[config.mk]
export PLATFORM = sky130hd
export DESIGN_NAME = cereal_arbiter
export DESIGN_NICKNAME = d
export VERILOG_FILES = /design/src/rtl/cereal_pkg.sv /design/src/rtl/cereal_arbiter_rr_picker.sv /design/src/rtl/cereal_arbiter.sv
export SDC_FILE = /design/constraint.sdc
export NUM_CORES = 1
export LEC_CHECK = 0
export CAP_MARGIN = 20
export CORE_ASPECT_RATIO = 0.6
export CORE_MARGIN = 2
export CORE_UTILIZATION = 45
export CTS_CLUSTER_SIZE = 14
export DETAILED_ROUTE_END_ITERATION = 10
export GPL_ROUTABILITY_DRIVEN = 0
export PLACE_DENSITY = 0.81
export SLEW_MARGIN = 10
export SYNTH_ARGS = -nofsm -noshare
export SYNTH_HDL_FRONTEND = slang
export SYNTH_SLANG_ARGS = --single-unit
[constraint.sdc]
create_clock -name sysclk -period 3.3 [get_ports sysclk]
set_input_delay 0.33 -clock sysclk [delete_from_list [all_inputs] [get_ports sysclk]]
set_output_delay 0.33 -clock sysclk [all_outputs]
set_load 0.005 [all_outputs]
[src/rtl/cereal_pkg.sv]
// Shared definitions for the cereal serial transmitter and its arbiter.
// Holds the arbiter state encoding and the byte/bit-rate constants that
// the cereal transmitter and every sharer of the serial line agree on.
package cereal_pkg;

  localparam int unsigned BYTE_W  = 8;
  localparam int unsigned CLK_HZ  = 50_000_000;
  localparam int unsigned BAUD    = 115_200;
  localparam int unsigned BIT_CYC = CLK_HZ / BAUD;

  typedef enum logic [1:0] {
    IDLE = 2'd0,
    SEND = 2'd1,
    BUSY = 2'd2,
    DONE = 2'd3
  } arb_state_t;

endpackage

[src/rtl/cereal_arbiter_rr_picker.sv]
// rr_picker: combinational round-robin selector.
// Searches req_valid upward starting at ptr+1 (modulo NREQ) and returns
// the first set bit as a one-hot pick.
//   req_valid  in   NREQ   candidate requests
//   ptr        in   IDX_W  index of the most recently served requester
//   pick       out  NREQ   one-hot winner, zero when nothing requests
//   any        out  1      at least one request present
module rr_picker
  import cereal_pkg::*;
#(
  parameter  int unsigned NREQ  = 4,
  localparam int unsigned IDX_W = $clog2(NREQ)
) (
  input  logic [NREQ-1:0]  req_valid,
  input  logic [IDX_W-1:0] ptr,
  output logic [NREQ-1:0]  pick,
  output logic             any
);

  // First hit after ptr wins; ptr itself is visited last.
  always_comb begin
    pick = '0;
    any  = 1'b0;
    for (int unsigned k = 1; k <= NREQ; k++) begin
      if (!any && req_valid[IDX_W'((32'(ptr) + k) % NREQ)]) begin
        pick[IDX_W'((32'(ptr) + k) % NREQ)] = 1'b1;
        any                                 = 1'b1;
      end
    end
  end

endmodule

[src/rtl/cereal_arbiter.sv]
// cereal_arbiter: shares the single cereal transmitter between NREQ
// byte-stream requesters. Ownership is per message (held until the byte
// flagged last has shifted out); messages are arbitrated round-robin.
// Optional owner-stall timeout: define CEREAL_ARB_TIMEOUT_EN.
//   sysclk     in   1          system clock
//   rst_n      in   1          asynchronous active-low reset
//   req_valid  in   NREQ       requester i presents a byte
//   req_data   in   8*NREQ     byte of requester i at [8i+:8]
//   req_last   in   NREQ       byte ends requester i's message
//   req_ready  out  NREQ       one-hot acceptance strobe (acceptance cycle)
//   gnt        out  NREQ       one-hot current owner, zero when idle
//   tx_data    out  8          byte to cereal
//   tx_start   out  1          single-cycle start pulse to cereal
//   tx_ready   in   1          cereal idle (1) / shifting (0)
//   abort      out  1          pulse on timeout release, 0 without macro
module cereal_arbiter
  import cereal_pkg::*;
#(
  parameter int unsigned NREQ        = 4,
  parameter int unsigned TIMEOUT_CYC = 1024
) (
  input  logic                   sysclk,
  input  logic                   rst_n,
  input  logic [NREQ-1:0]        req_valid,
  input  logic [BYTE_W*NREQ-1:0] req_data,
  input  logic [NREQ-1:0]        req_last,
  output logic [NREQ-1:0]        req_ready,
  output logic [NREQ-1:0]        gnt,
  output logic [BYTE_W-1:0]      tx_data,
  output logic                   tx_start,
  input  logic                   tx_ready,
  output logic                   abort
);

  localparam int unsigned IDX_W = $clog2(NREQ);

  if (NREQ < 2 || NREQ > 8 || TIMEOUT_CYC < 1) begin : g_bad_param
    $error("cereal_arbiter: NREQ must be 2..8 and TIMEOUT_CYC >= 1");
  end

  arb_state_t        state_q, state_d;
  logic [NREQ-1:0]   gnt_q, gnt_d;
  logic [IDX_W-1:0]  owner_q, owner_d;
  logic [IDX_W-1:0]  ptr_q, ptr_d;
  logic [BYTE_W-1:0] tx_data_q, tx_data_d;
  logic              tx_start_q, tx_start_d;
  logic              last_q, last_d;

  logic [NREQ-1:0]   pick;
  logic              pick_any;
  logic [IDX_W-1:0]  pick_idx;
  logic              sel_valid;
  logic              sel_last;
  logic [BYTE_W-1:0] sel_data;

  rr_picker #(.NREQ(NREQ)) u_picker (
    .req_valid (req_valid),
    .ptr       (ptr_q),
    .pick      (pick),
    .any       (pick_any)
  );

  // One-hot pick to index, kept alongside gnt for muxing.
  always_comb begin
    pick_idx = '0;
    for (int unsigned i = 0; i < NREQ; i++) begin
      if (pick[i]) pick_idx = IDX_W'(i);
    end
  end

  // Owner's request lines.
  always_comb begin
    sel_valid = 1'b0;
    sel_last  = 1'b0;
    sel_data  = '0;
    for (int unsigned i = 0; i < NREQ; i++) begin
      if (owner_q == IDX_W'(i)) begin
        sel_valid = req_valid[i];
        sel_last  = req_last[i];
        sel_data  = req_data[i*BYTE_W +: BYTE_W];
      end
    end
  end

`ifdef CEREAL_ARB_TIMEOUT_EN
  localparam int unsigned CNT_W = $clog2(TIMEOUT_CYC + 1);
  logic [CNT_W-1:0] cnt_q, cnt_d;
  logic             abort_q, abort_d;
`endif

  // Next-state and output decode.
  always_comb begin
    state_d    = state_q;
    gnt_d      = gnt_q;
    owner_d    = owner_q;
    ptr_d      = ptr_q;
    tx_data_d  = tx_data_q;
    tx_start_d = 1'b0;
    last_d     = last_q;
    req_ready  = '0;
`ifdef CEREAL_ARB_TIMEOUT_EN
    abort_d    = 1'b0;
    cnt_d      = '0;
`endif
    case (state_q)
      IDLE: begin
        if (pick_any) begin
          gnt_d   = pick;
          owner_d = pick_idx;
          state_d = SEND;
        end
      end
      SEND: begin
`ifdef CEREAL_ARB_TIMEOUT_EN
        cnt_d = cnt_q;
`endif
        if (sel_valid && tx_ready) begin
          req_ready  = gnt_q;
          tx_data_d  = sel_data;
          tx_start_d = 1'b1;
          last_d     = sel_last;
          state_d    = BUSY;
`ifdef CEREAL_ARB_TIMEOUT_EN
          cnt_d      = '0;
        end else if (!sel_valid) begin
          // Owner stalled: release the line after TIMEOUT_CYC such cycles.
          if (cnt_q == CNT_W'(TIMEOUT_CYC - 1)) begin
            abort_d = 1'b1;
            ptr_d   = owner_q;
            gnt_d   = '0;
            state_d = IDLE;
            cnt_d   = '0;
          end else begin
            cnt_d = cnt_q + 1'b1;
          end
`endif
        end
      end
      BUSY: begin
        if (!tx_ready) state_d = DONE;
      end
      DONE: begin
        if (tx_ready) begin
          if (last_q) begin
            ptr_d   = owner_q;
            gnt_d   = '0;
            state_d = IDLE;
          end else begin
            state_d = SEND;
          end
        end
      end
      default: state_d = IDLE;
    endcase
  end

  // State and output registers.
  always_ff @(posedge sysclk or negedge rst_n) begin
    if (!rst_n) begin
      state_q    <= IDLE;
      gnt_q      <= '0;
      owner_q    <= '0;
      ptr_q      <= IDX_W'(NREQ - 1);
      tx_data_q  <= '0;
      tx_start_q <= 1'b0;
      last_q     <= 1'b0;
`ifdef CEREAL_ARB_TIMEOUT_EN
      cnt_q      <= '0;
      abort_q    <= 1'b0;
`endif
    end else begin
      state_q    <= state_d;
      gnt_q      <= gnt_d;
      owner_q    <= owner_d;
      ptr_q      <= ptr_d;
      tx_data_q  <= tx_data_d;
      tx_start_q <= tx_start_d;
      last_q     <= last_d;
`ifdef CEREAL_ARB_TIMEOUT_EN
      cnt_q      <= cnt_d;
      abort_q    <= abort_d;
`endif
    end
  end

  assign gnt      = gnt_q;
  assign tx_data  = tx_data_q;
  assign tx_start = tx_start_q;
`ifdef CEREAL_ARB_TIMEOUT_EN
  assign abort    = abort_q;
`else
  assign abort    = 1'b0;
`endif

endmodule

==> reports/qor.txt <==
Status = completed
EDFF count, synth = 0
Antenna diodes = 0
Final Hold Viols = 0
Worst r2r dst = gnt[3]
Routed WL = 4220 um
Critical Path Start Type = input pin
Worst Reg-to-Reg Cells = 7
DR WL/cell = 17.1 um
Max-slew violations = 0
Netlist cell types = 43
FF+latch count, synth = 20
Setup-failing EPs final = 0
Critical Path AT = 2.30 ns
Setup TNS = 0 ns
FF-to-FF setup slack = 0.68 ns
Crit Path Category = input pin to output pin
PortBufs = 59
Clock sinks = 20
Critical path capture point type = output pin
Die Area = 0.00417 mm^2
Final #Nets = 258
ANT nets after route = 0
Met2 WL post-DR = 1990 um
GR Util All Layers = 0.224
Post-CTS Setup Bufs = 0
VDD IR max = 0.000539 V
CTS tree = done
Initial DRC count = 60
Starting density of the core = 0.488
First-pass DRT Iterations = 4
Tmin final = 2.63 ns
Pwr dens = 819 mW/mm^2
Hold crit path type = flop to flop
Worst Hold Endpoint = tx_data[2]
RSZ-0062 raised after global routing = false
Row count = 16
Hold-fix buffer count after cts = 0
Rel. slew slack = 0.431
Max-cap violation count = 0
Layout cells sized above 1 = 0.193
Mean Syn Cell Area = 11.4 um^2
Die Y = 50.8 um
Syn. warnings = 0
Die width = 82.0 um
Launch point of the worst reg-to-reg path = ptr_q[1]
Skew final = 0.00206 ns
Required time worst endpoint = 2.97 ns
Seq/Total Area, Yosys = 0.306
Fmax = 0.380 GHz
CTS max path bufs = 2
Crit-path max FO = 8
Worst Hold Launch = tx_data[2]
Mapped Cells = 144
PostCTS Resize Cnt = 0
Dominant cell type by area after synthesis = dfrtp_1
Main synth FF type = dfrtp_1
Crit share post-route = 0.797
Routed via count = 1,395
Actual slew at the worst max-slew pin = 0.850 ns
DRC errors left = 0
Synthesized area = 0.00164 mm^2
DP HPWL = 3430 um
Top cells by area, synth = dfrtp_1 27%, mux4_2 14%, ha_1 9.1%, mux2_2 8.9%, dfstp_2 3.2%
Core Area = 0.00336 mm^2
Leakage = 0.000934 uW
Area growth syn-to-layout = 40.8%
CTS H-tree lvls = 1
Syn Nets = 199
Largest net degree at the start of global routing = 21
Synth top area share = 0.274
Total grt overflow = 0
Initial antenna violation count = 0
Skew-Pair Late Insertion Delay = 0.26 ns
Met1 Wirelength = 2020 um
Number of buffers created by CTS = 3
# IOs = 61
Top sig layer = met4
Post-detailed-route via-to-cell ratio = 5.65
Util after Layout = 0.688
Root Buffer = clkbuf_8
Vias in the first global route = 1,400
Async set-reset flop share out of synthesis = 1.00
First-pass GRT wire length = 6930 um
Clock transition at the registers of the reported paths = 0.07 ns
Hold path depth = 1
Met3 routed wirelength = 141 um
==> sequential cells by signal, indices dropped and copies added (netlist names) <==
register / count
gnt: 4
last_q: 1
owner_q: 2
ptr_q: 2
state_q: 2
tx_data: 8
tx_start: 1
==> metal layers <==
layer  global-route usage  up-vias
met4               0.0722        0
met5                    0        -
met2                0.333       35
met1                0.331      692
li1                     -      659
met3               0.0396        9
==> stage by stage <==
step | instance area [um^2] | instances | setup slack, ns | hold slack (ns) | power, uW
3_5_place_dp | 2260 | 243 | 0.659 | 0.496 | 1700
4_1_cts | 2310 | 247 | 0.667 | 0.513 | 1890
3_3_place_gp | 2260 | 243 | 0.727 | 0.488 | 1660
5_1_grt | 2310 | 247 | 0.512 | 0.531 | 2040
6_report | 2310 | 247 | 0.671 | 0.514 | 1890
2_1_floorplan | 1640 | 144 | 0.709 | 0.0344 | 1310
==> logic make-up after synthesis <==
group	Yosys count	share of synthesized area
DFF	20	0.306
buffers and inverters	15	0.0487
other	1	0.00228
adders and majority gates	12	0.0914
AOI/OAI and AO/OA	27	0.151
muxes	28	0.267
and+or+nand+nor	41	0.134
==> critical path, stage by stage <==
cell and delay (ns):
clkdlybuf4s50_1 0.54, mux4_1 0.56, and3_1 0.25, and2_1 0.18, clkdlybuf4s50_1 0.44
==> area by class of cell <==
cell class	instances	area [um^2]
clock buffers	4	55.1
fillers	241	1050
inverters	7	26.3
multi-input cells	109	1060
flip-flops and latches	20	503
well taps	45	56.3
repair buffers	62	613
==> Yosys cell counts, drive strengths merged (4+ instances only) <==
library cell,n
mux4,11
and2,4
nor2b,5
mux2i,4
o22ai,5
nand2b,4
nor2,7
mux2,13
dfrtp,18
a22o,4
nand2,9
inv,7
buf,8
a21oi,4
ha,12
==> cell usage in the layout, fill, tap and decap left out, types with 2 or more instances in the layout <==
cell             synthesis  layout
a21oi_1                  3       3
a22o_1                   4       4
and2_1                   4       4
buf_4                    1       3
clkbuf_8                 0       4
clkdlybuf4s50_1          0      59
dfrtp_1                 18      18
dfstp_2                  2       2
ha_1                    12      12
inv_1                    7       7
mux2_2                  13      13
mux2i_1                  4       4
mux4_2                  10      10
nand2_1                  9       9
nand2b_1                 4       4
nand3_1                  2       2
nand4_1                  2       2
nor2_1                   7       7
nor2b_1                  5       5
o21ai_1                  2       2
o22ai_1                  5       5
o2bb2ai_2                3       3
==> power breakdown <==
group	internal (uW)	leakage [uW]	switching (uW)
sequential	372	0.000241	120
clock	106	0.0000288	82.9
combinational	656	0.000665	556
total	1130	0.000934	759
==> worst max path at each step <==
stage,to,cells after the start,start
floorplan,gnt[3],9,ptr_q[0]
global placement,req_ready[3],5,req_valid[2]
detailed placement,req_ready[1],5,req_valid[2]
CTS,req_ready[1],5,req_valid[2]
global route,owner_q[0],8,ptr_q[1]
finish,req_ready[2],5,req_valid[2]
No activity file was read; power rests on OpenSTA's default activity.
